### config.mk
export PLATFORM = sky130hd
export DESIGN_NAME = riscv_trace_uart_tx
export DESIGN_NICKNAME = d
export VERILOG_FILES = /design/src/rtl/riscy_trace_pkg.sv /design/src/rtl/trace_fifo.sv /design/src/rtl/riscv_trace_uart_tx.sv
export SDC_FILE = /design/constraint.sdc
export NUM_CORES = 1
export LEC_CHECK = 0
export ABC_AREA = 1
export BUFFER_PORTS_ARGS = -buffer_cell sky130_fd_sc_hd__buf_2
export CAP_MARGIN = 25
export CORE_ASPECT_RATIO = 1.75
export CORE_UTILIZATION = 55
export DETAILED_ROUTE_END_ITERATION = 16
export MAX_ROUTING_LAYER = met4
export PLACE_DENSITY = 0.69
export SLEW_MARGIN = 40
export SYNTH_ARGS = -nofsm -noshare
export SYNTH_HDL_FRONTEND = slang
export SYNTH_HIERARCHICAL = 1
export SYNTH_SLANG_ARGS = --single-unit
### constraint.sdc
create_clock -name CLK -period 4.8 [get_ports CLK]
set_clock_uncertainty 0.05 [all_clocks]
set_input_delay 1.2 -clock CLK [delete_from_list [all_inputs] [get_ports CLK]]
set_output_delay 1.2 -clock CLK [all_outputs]
set_load 0.005 [all_outputs]
### src/rtl/riscy_trace_pkg.sv
// Shared constants and TX state encoding for the execution-trace UART.
// Optional feature: TRACE_LOSS_MARK_EN (marks the frame after a dropped record).
package riscy_trace_pkg;
  localparam logic [2:0] EXEC_STATE_DEF = 3'd3;
  localparam logic [7:0] SYNC_OK        = 8'hA5;
  localparam logic [7:0] SYNC_LOSS      = 8'h5A;
  localparam int         FRAME_BYTES    = 9;

  typedef enum logic [1:0] {
    S_IDLE,
    S_START,
    S_DATA,
    S_STOP
  } tx_state_e;
endpackage

### src/rtl/trace_fifo.sv
// Synchronous DEPTH x W record FIFO with show-ahead read data.
// Push and pop on the same edge are legal even when full.
module trace_fifo #(
  parameter int DEPTH = 4,
  parameter int W     = 64
) (
  input  logic         clk,
  input  logic         rst_n,
  input  logic         push,
  input  logic         pop,
  input  logic [W-1:0] din,
  output logic [W-1:0] dout,
  output logic         full,
  output logic         empty
);
  localparam int AW = $clog2(DEPTH);

  logic [W-1:0] mem [DEPTH];
  logic [AW-1:0] wptr;
  logic [AW-1:0] rptr;
  logic [AW:0]   count;

  assign full  = (count == (AW+1)'(DEPTH));
  assign empty = (count == '0);
  assign dout  = mem[rptr];

  always_ff @(posedge clk) begin
    if (!rst_n) begin
      wptr  <= '0;
      rptr  <= '0;
      count <= '0;
    end else begin
      if (push) wptr <= wptr + 1'b1;
      if (pop)  rptr <= rptr + 1'b1;
      case ({push, pop})
        2'b10:   count <= count + 1'b1;
        2'b01:   count <= count - 1'b1;
        default: count <= count;
      endcase
    end
  end

  always_ff @(posedge clk) begin
    if (push) mem[wptr] <= din;
  end
endmodule

### src/rtl/riscv_trace_uart_tx.sv
// Captures {PC, INSTR} on entry to EXEC_STATE and sends 9-byte UART 8N1 frames.
// Define TRACE_LOSS_MARK_EN to send sync 0x5A on the frame after a drop.
module riscv_trace_uart_tx
  import riscy_trace_pkg::*;
#(
  parameter int         CLKS_PER_BIT = 4,
  parameter int         DEPTH        = 4,
  parameter logic [2:0] EXEC_STATE   = EXEC_STATE_DEF
) (
  input  logic        CLK,
  input  logic        RESET,
  input  logic [2:0]  state_in,
  input  logic [31:0] pc_in,
  input  logic [31:0] instr_in,
  output logic        tx,
  output logic        busy,
  output logic        overflow
);
  localparam int CW = (CLKS_PER_BIT > 1) ? $clog2(CLKS_PER_BIT) : 1;
  localparam logic [CW-1:0] CMAX = CW'(CLKS_PER_BIT - 1);
  localparam logic [3:0] LAST_BYTE = 4'(FRAME_BYTES - 1);

  logic [2:0]  prev_state;
  logic        capture;
  logic        push;
  logic        pop;
  logic        drop;
  logic        full;
  logic        empty;
  logic [63:0] dout;

  tx_state_e   state;
  tx_state_e   state_d;
  logic [CW-1:0] cnt;
  logic [CW-1:0] cnt_d;
  logic [2:0]  bit_idx;
  logic [2:0]  bit_d;
  logic [3:0]  byte_idx;
  logic [3:0]  byte_d;
  logic [63:0] sreg;
  logic [63:0] sreg_d;
  logic [7:0]  sync_q;
  logic [7:0]  sync_d;
  logic [7:0]  sync_sel;
  logic [7:0]  cur_byte;
  logic        baud_end;
  logic        tx_d;

  assign capture  = (state_in == EXEC_STATE) && (prev_state != EXEC_STATE);
  assign push     = capture && (!full || pop);
  assign drop     = capture && full && !pop;
  assign busy     = (state != S_IDLE);
  assign baud_end = (cnt == CMAX);
  assign cur_byte = (byte_idx == 4'd0) ? sync_q : sreg[63:56];

  trace_fifo #(
    .DEPTH(DEPTH),
    .W    (64)
  ) u_fifo (
    .clk  (CLK),
    .rst_n(RESET),
    .push (push),
    .pop  (pop),
    .din  ({pc_in, instr_in}),
    .dout (dout),
    .full (full),
    .empty(empty)
  );

`ifdef TRACE_LOSS_MARK_EN
  logic loss_pend;

  always_ff @(posedge CLK) begin
    if (!RESET)    loss_pend <= 1'b0;
    else if (drop) loss_pend <= 1'b1;
    else if (pop)  loss_pend <= 1'b0;
  end

  assign sync_sel = loss_pend ? SYNC_LOSS : SYNC_OK;
`else
  assign sync_sel = SYNC_OK;
`endif

  // tx is registered, so the line trails the FSM state by one cycle
  always_ff @(posedge CLK) begin
    if (!RESET) begin
      prev_state <= 3'd0;
      state      <= S_IDLE;
      cnt        <= '0;
      bit_idx    <= '0;
      byte_idx   <= '0;
      sreg       <= '0;
      sync_q     <= SYNC_OK;
      tx         <= 1'b1;
      overflow   <= 1'b0;
    end else begin
      prev_state <= state_in;
      state      <= state_d;
      cnt        <= cnt_d;
      bit_idx    <= bit_d;
      byte_idx   <= byte_d;
      sreg       <= sreg_d;
      sync_q     <= sync_d;
      tx         <= tx_d;
      overflow   <= overflow | drop;
    end
  end

  always_comb begin
    state_d = state;
    cnt_d   = cnt;
    bit_d   = bit_idx;
    byte_d  = byte_idx;
    sreg_d  = sreg;
    sync_d  = sync_q;
    pop     = 1'b0;
    tx_d    = 1'b1;
    if (state != S_IDLE) cnt_d = baud_end ? '0 : cnt + 1'b1;
    unique case (state)
      S_IDLE: begin
        if (!empty) begin
          pop     = 1'b1;
          sreg_d  = dout;
          sync_d  = sync_sel;
          byte_d  = 4'd0;
          cnt_d   = '0;
          state_d = S_START;
        end
      end
      S_START: begin
        tx_d = 1'b0;
        if (baud_end) begin
          bit_d   = 3'd0;
          state_d = S_DATA;
        end
      end
      S_DATA: begin
        tx_d = cur_byte[bit_idx];
        if (baud_end) begin
          if (bit_idx == 3'd7) state_d = S_STOP;
          else                 bit_d   = bit_idx + 3'd1;
        end
      end
      S_STOP: begin
        tx_d = 1'b1;
        if (baud_end) begin
          if (byte_idx < LAST_BYTE) begin
            byte_d  = byte_idx + 4'd1;
            state_d = S_START;
            if (byte_idx != 4'd0) sreg_d = {sreg[55:0], 8'h00};
          end else begin
            state_d = S_IDLE;
          end
        end
      end
      default: state_d = S_IDLE;
    endcase
  end
endmodule

==> results.txt <==
----------------------------------------------------
[Status]
  Result of the run ... completed

[Logic synthesis]
  Largest family of logic cells by synthesized area ... compound AO/OA/AOI/OAI gates
  Summed instance area of the synthesized netlist ... 0.0137 sq mm
  Adder-cell area share of the yosys netlist ... 1.42%
  Biggest area contributors in the synthesized netlist ... sky130_fd_sc_hd__edfxtp_1 56%, sky130_fd_sc_hd__dfxtp_1 13%, sky130_fd_sc_hd__o21ai_0 6.0%, sky130_fd_sc_hd__nor2_1 3.9%, sky130_fd_sc_hd__nand2_1 3.7%
  Share of the synthesized area in the top cell type ... 56.0%
  Largest area contributor in the synthesized netlist ... sky130_fd_sc_hd__edfxtp_1
  Fraction of synthesized cell area in xor and xnor cells ... 0.0638%
  Number of nets produced by synthesis ... 1299
  Portion of netlist area occupied by mux cells ... 0%
  Number of enable-type register cells in the synthesized netlist ... 256
  Count of warnings emitted by yosys ... 6
  Most instantiated library cell after synthesis ... sky130_fd_sc_hd__edfxtp_1
  Dominant register cell in the synthesized netlist ... sky130_fd_sc_hd__edfxtp_1
  Simple-gate share of the synthesized area ... 8.79%
  Share of the yosys chip area belonging to registers ... 68.9%
  Yosys cell types ... 27
  Average cell area after synthesis ... 11.3 sq um
  FF+latch count, synth ... 345
  Compound-Gate Fraction of Synth Area ... 14.8%
  Most frequent cells after synthesis ... 256 x sky130_fd_sc_hd__edfxtp_1, 165 x sky130_fd_sc_hd__o21ai_0, 141 x sky130_fd_sc_hd__nor2_1, 135 x sky130_fd_sc_hd__nand2_1, 89 x sky130_fd_sc_hd__dfxtp_1
  Post-synthesis cell count ... 1215
  Async set-reset flop share out of synthesis ... 0%

[STA]
  Achievable Freq ... 325 MHz
  Count of final max-slew check failures ... 0
  Portion of the clock cycle consumed by the worst path in the final layout ... 64.1%
  Fin. Hold Viols ... 0
  Unrepaired setup endpoints after global routing ... no
  Total setup violations reported at the end of the flow ... 0
  Period minus WS final ... 3.08 ns
  Worst Max-Slew Pin Slew ... 0.797 ns
  Final Worst Setup Slack ... 1.72 ns
  Slew margin rel. ... 46.7%
  Total Neg Setup Slack ... 0 ns

[Flow run]
  Number of max-cap violations ... 0

[Route]
  Antenna viol nets, final ... 0
  Routed wire per std cell ... 18.1 microns
  First drt pass iteration count ... 5
  Total wirelength of the detailed-routed design ... 28800 microns
  Post-DR vias/cell ... 5.63
  Post-route DRC violation count ... 0
  Detailed Route Iter0 Violations ... 629
  Via count ... 8960

[Clock tree]
  Clock sink total ... 345
  Num CTS Buffers ... 30
  TritonCTS clock tree ... built
  H-tree levels ... 1
  Clk pin slew, worst setup/hold paths ... 0.07 ns
  Number of buffers on the longest clock path ... 3
  Number of gates given a new drive strength after cts ... 0
  Buffer cell driving the clock tree root ... sky130_fd_sc_hd__clkbuf_16
  Setup Fix Bufs, Post-CTS ... 0
  Worst-Skew Late Latency ... 0.56 ns
  Cts hold-fix bufs ... 0

[Final layout]
  Ratio of cells with drive above 1 in the final layout ... 10.9%
  Post-Route Utilization ... 61.8%
  Fin cells ... 1592
  Fill count ... 1986
  Area growth from synthesis to layout ... 10.4%
  Antenna Cells ... 0
  Net total in the final layout ... 1341

[Die]
  Cell Rows ... 76
  Die Span X ... 121 microns
  Initial standard-cell utilization of the core ... 56.0%
  Area inside the core boundary ... 0.0245 sq mm
  Area of the die ... 0.0256 sq mm
  Top-level port count ... 72
  Height of the die ... 211 microns

[Placed design]
  Detailed placement HPWL ... 17200 microns
  Port Buffer Count ... 71
  Worst slack, placed ... 1.49 ns
  Placed instance count ... 1537
  Routability-driven placement congestion ratio ... 0.815

[Pwr]
  Worst supply voltage drop on vdd ... 0.000424 V
  Leakage ... 0.00552 uW
  P per Cell Area ... 568 mW/mm^2
  Overall power ... 8610 uW

[Critical path]
  Endpoint arrival time on the critical path ... 3.25 ns
  Critical path endpoint category ... register
  Required time worst endpoint ... 4.97 ns
  Type of element launching the critical path ... register
  Worst setup path class ... register to register
  Largest fanout of any net on the critical path ... 23

[Global routing]
  Vias in the first global route ... 8499
  Number of antenna violations at the first check in global routing ... 0
  GRT Util Overall ... 23.7%
  First-pass GRT wire length ... 45000 microns
  Global-route congestion overflow total ... 0
  Largest net degree at the start of global routing ... 113

[Min path]
  Kind of path behind the tightest hold check ... register to register

----------------------------------------------------
[report_power, final]
part | switching, uW | internal [uW] | total (uW)
clock | 1020 | 1430 | 2450
combinational | 1710 | 754 | 2460
sequential | 183 | 3520 | 3700
total | 2910 | 5700 | 8610
[path summary, 6_finish.rpt]
| check | from | to | slack (ns) | cells past startpoint |
|---|---|---|---|---|
| setup / recovery | state[0] | u_fifo/mem[1][24] | 1.72 | 9 |
| hold reg to reg | u_fifo/rptr[1] | register | 0.39 | 1 |
| setup reg to reg | state[0] | u_fifo/mem[1][24] | 1.72 | 9 |
| hold / removal | u_fifo/rptr[1] | register | 0.39 | 1 |
[cell usage in the layout (no fill, tap or decap), drive strengths merged]
cell type	n
a21oi	79
o21ai	237
nor2	141
edfxtp	256
fa	1
bufinv	3
o211a	1
dfxtp	89
o211ai	1
nand4	11
nor3	2
o22a	1
buf	87
inv	82
nand2	137
ha	14
clkbuf	43
xor2	1
nand3	14
clkinv	12
a211oi	4
o22ai	64
[flip-flops by register name, summed over array words and instances (netlist names), named ones only]
register	count
u_fifo/mem	256
cnt	2
bit_idx	3
sreg	64
tx	1
u_fifo/rptr	2
overflow	1
u_fifo/wptr	2
u_fifo/count	3
byte_idx	4
prev_state	3
state	2
[worst max-delay path: stages, from the launching register on]
cell	delay [ns]
sky130_fd_sc_hd__dfxtp_1	0.34
sky130_fd_sc_hd__inv_1	0.12
sky130_fd_sc_hd__ha_1	0.22
sky130_fd_sc_hd__inv_1	0.12
sky130_fd_sc_hd__nor2_1	0.30
sky130_fd_sc_hd__inv_1	0.14
sky130_fd_sc_hd__a21oi_1	0.39
sky130_fd_sc_hd__nand2_1	0.12
sky130_fd_sc_hd__inv_2	0.45
sky130_fd_sc_hd__buf_4	0.46
[final cells by class]
class / count / area [sq um] / area share [%]
flip-flops and latches: 345 / 9470 / 62.5
well taps: 312 / 390 / 2.57
multi-input cells: 708 / 3460 / 22.8
clock buffers: 43 / 873 / 5.76
clock inverters: 12 / 139 / 0.916
repair buffers: 87 / 504 / 3.33
inverters: 85 / 322 / 2.12
[kinds of logic (layout without fill, tap and decap cells)]
kind of cell | after synthesis | in the layout
AOI/OAI and AO/OA | 387 | 387
DFF | 345 | 345
and+or+nand+nor | 305 | 305
buffers and inverters | 162 | 227
adders and majority gates | 15 | 15
xor gates and xnor gates | 1 | 1
[routing by layer]
layer  track usage [%]  wire length [microns]  up-vias
met3              2.54                   1170       54
met2              41.2                  15300      207
met1              27.6                  11400     4320
met5                 -                      0        -
met4              10.0                    968        0
li1                  -                      -     4379
[through the flow]
step / cell area [sq um] / hold WS, ns
2_1_floorplan: 13700 / 0.362
3_3_place_gp: 14100 / 0.371
3_5_place_dp: 14100 / 0.376
4_1_cts: 15200 / 0.386
5_1_grt: 15200 / 0.407
6_report: 15200 / 0.394
No activity file was read; power rests on OpenSTA's default activity.
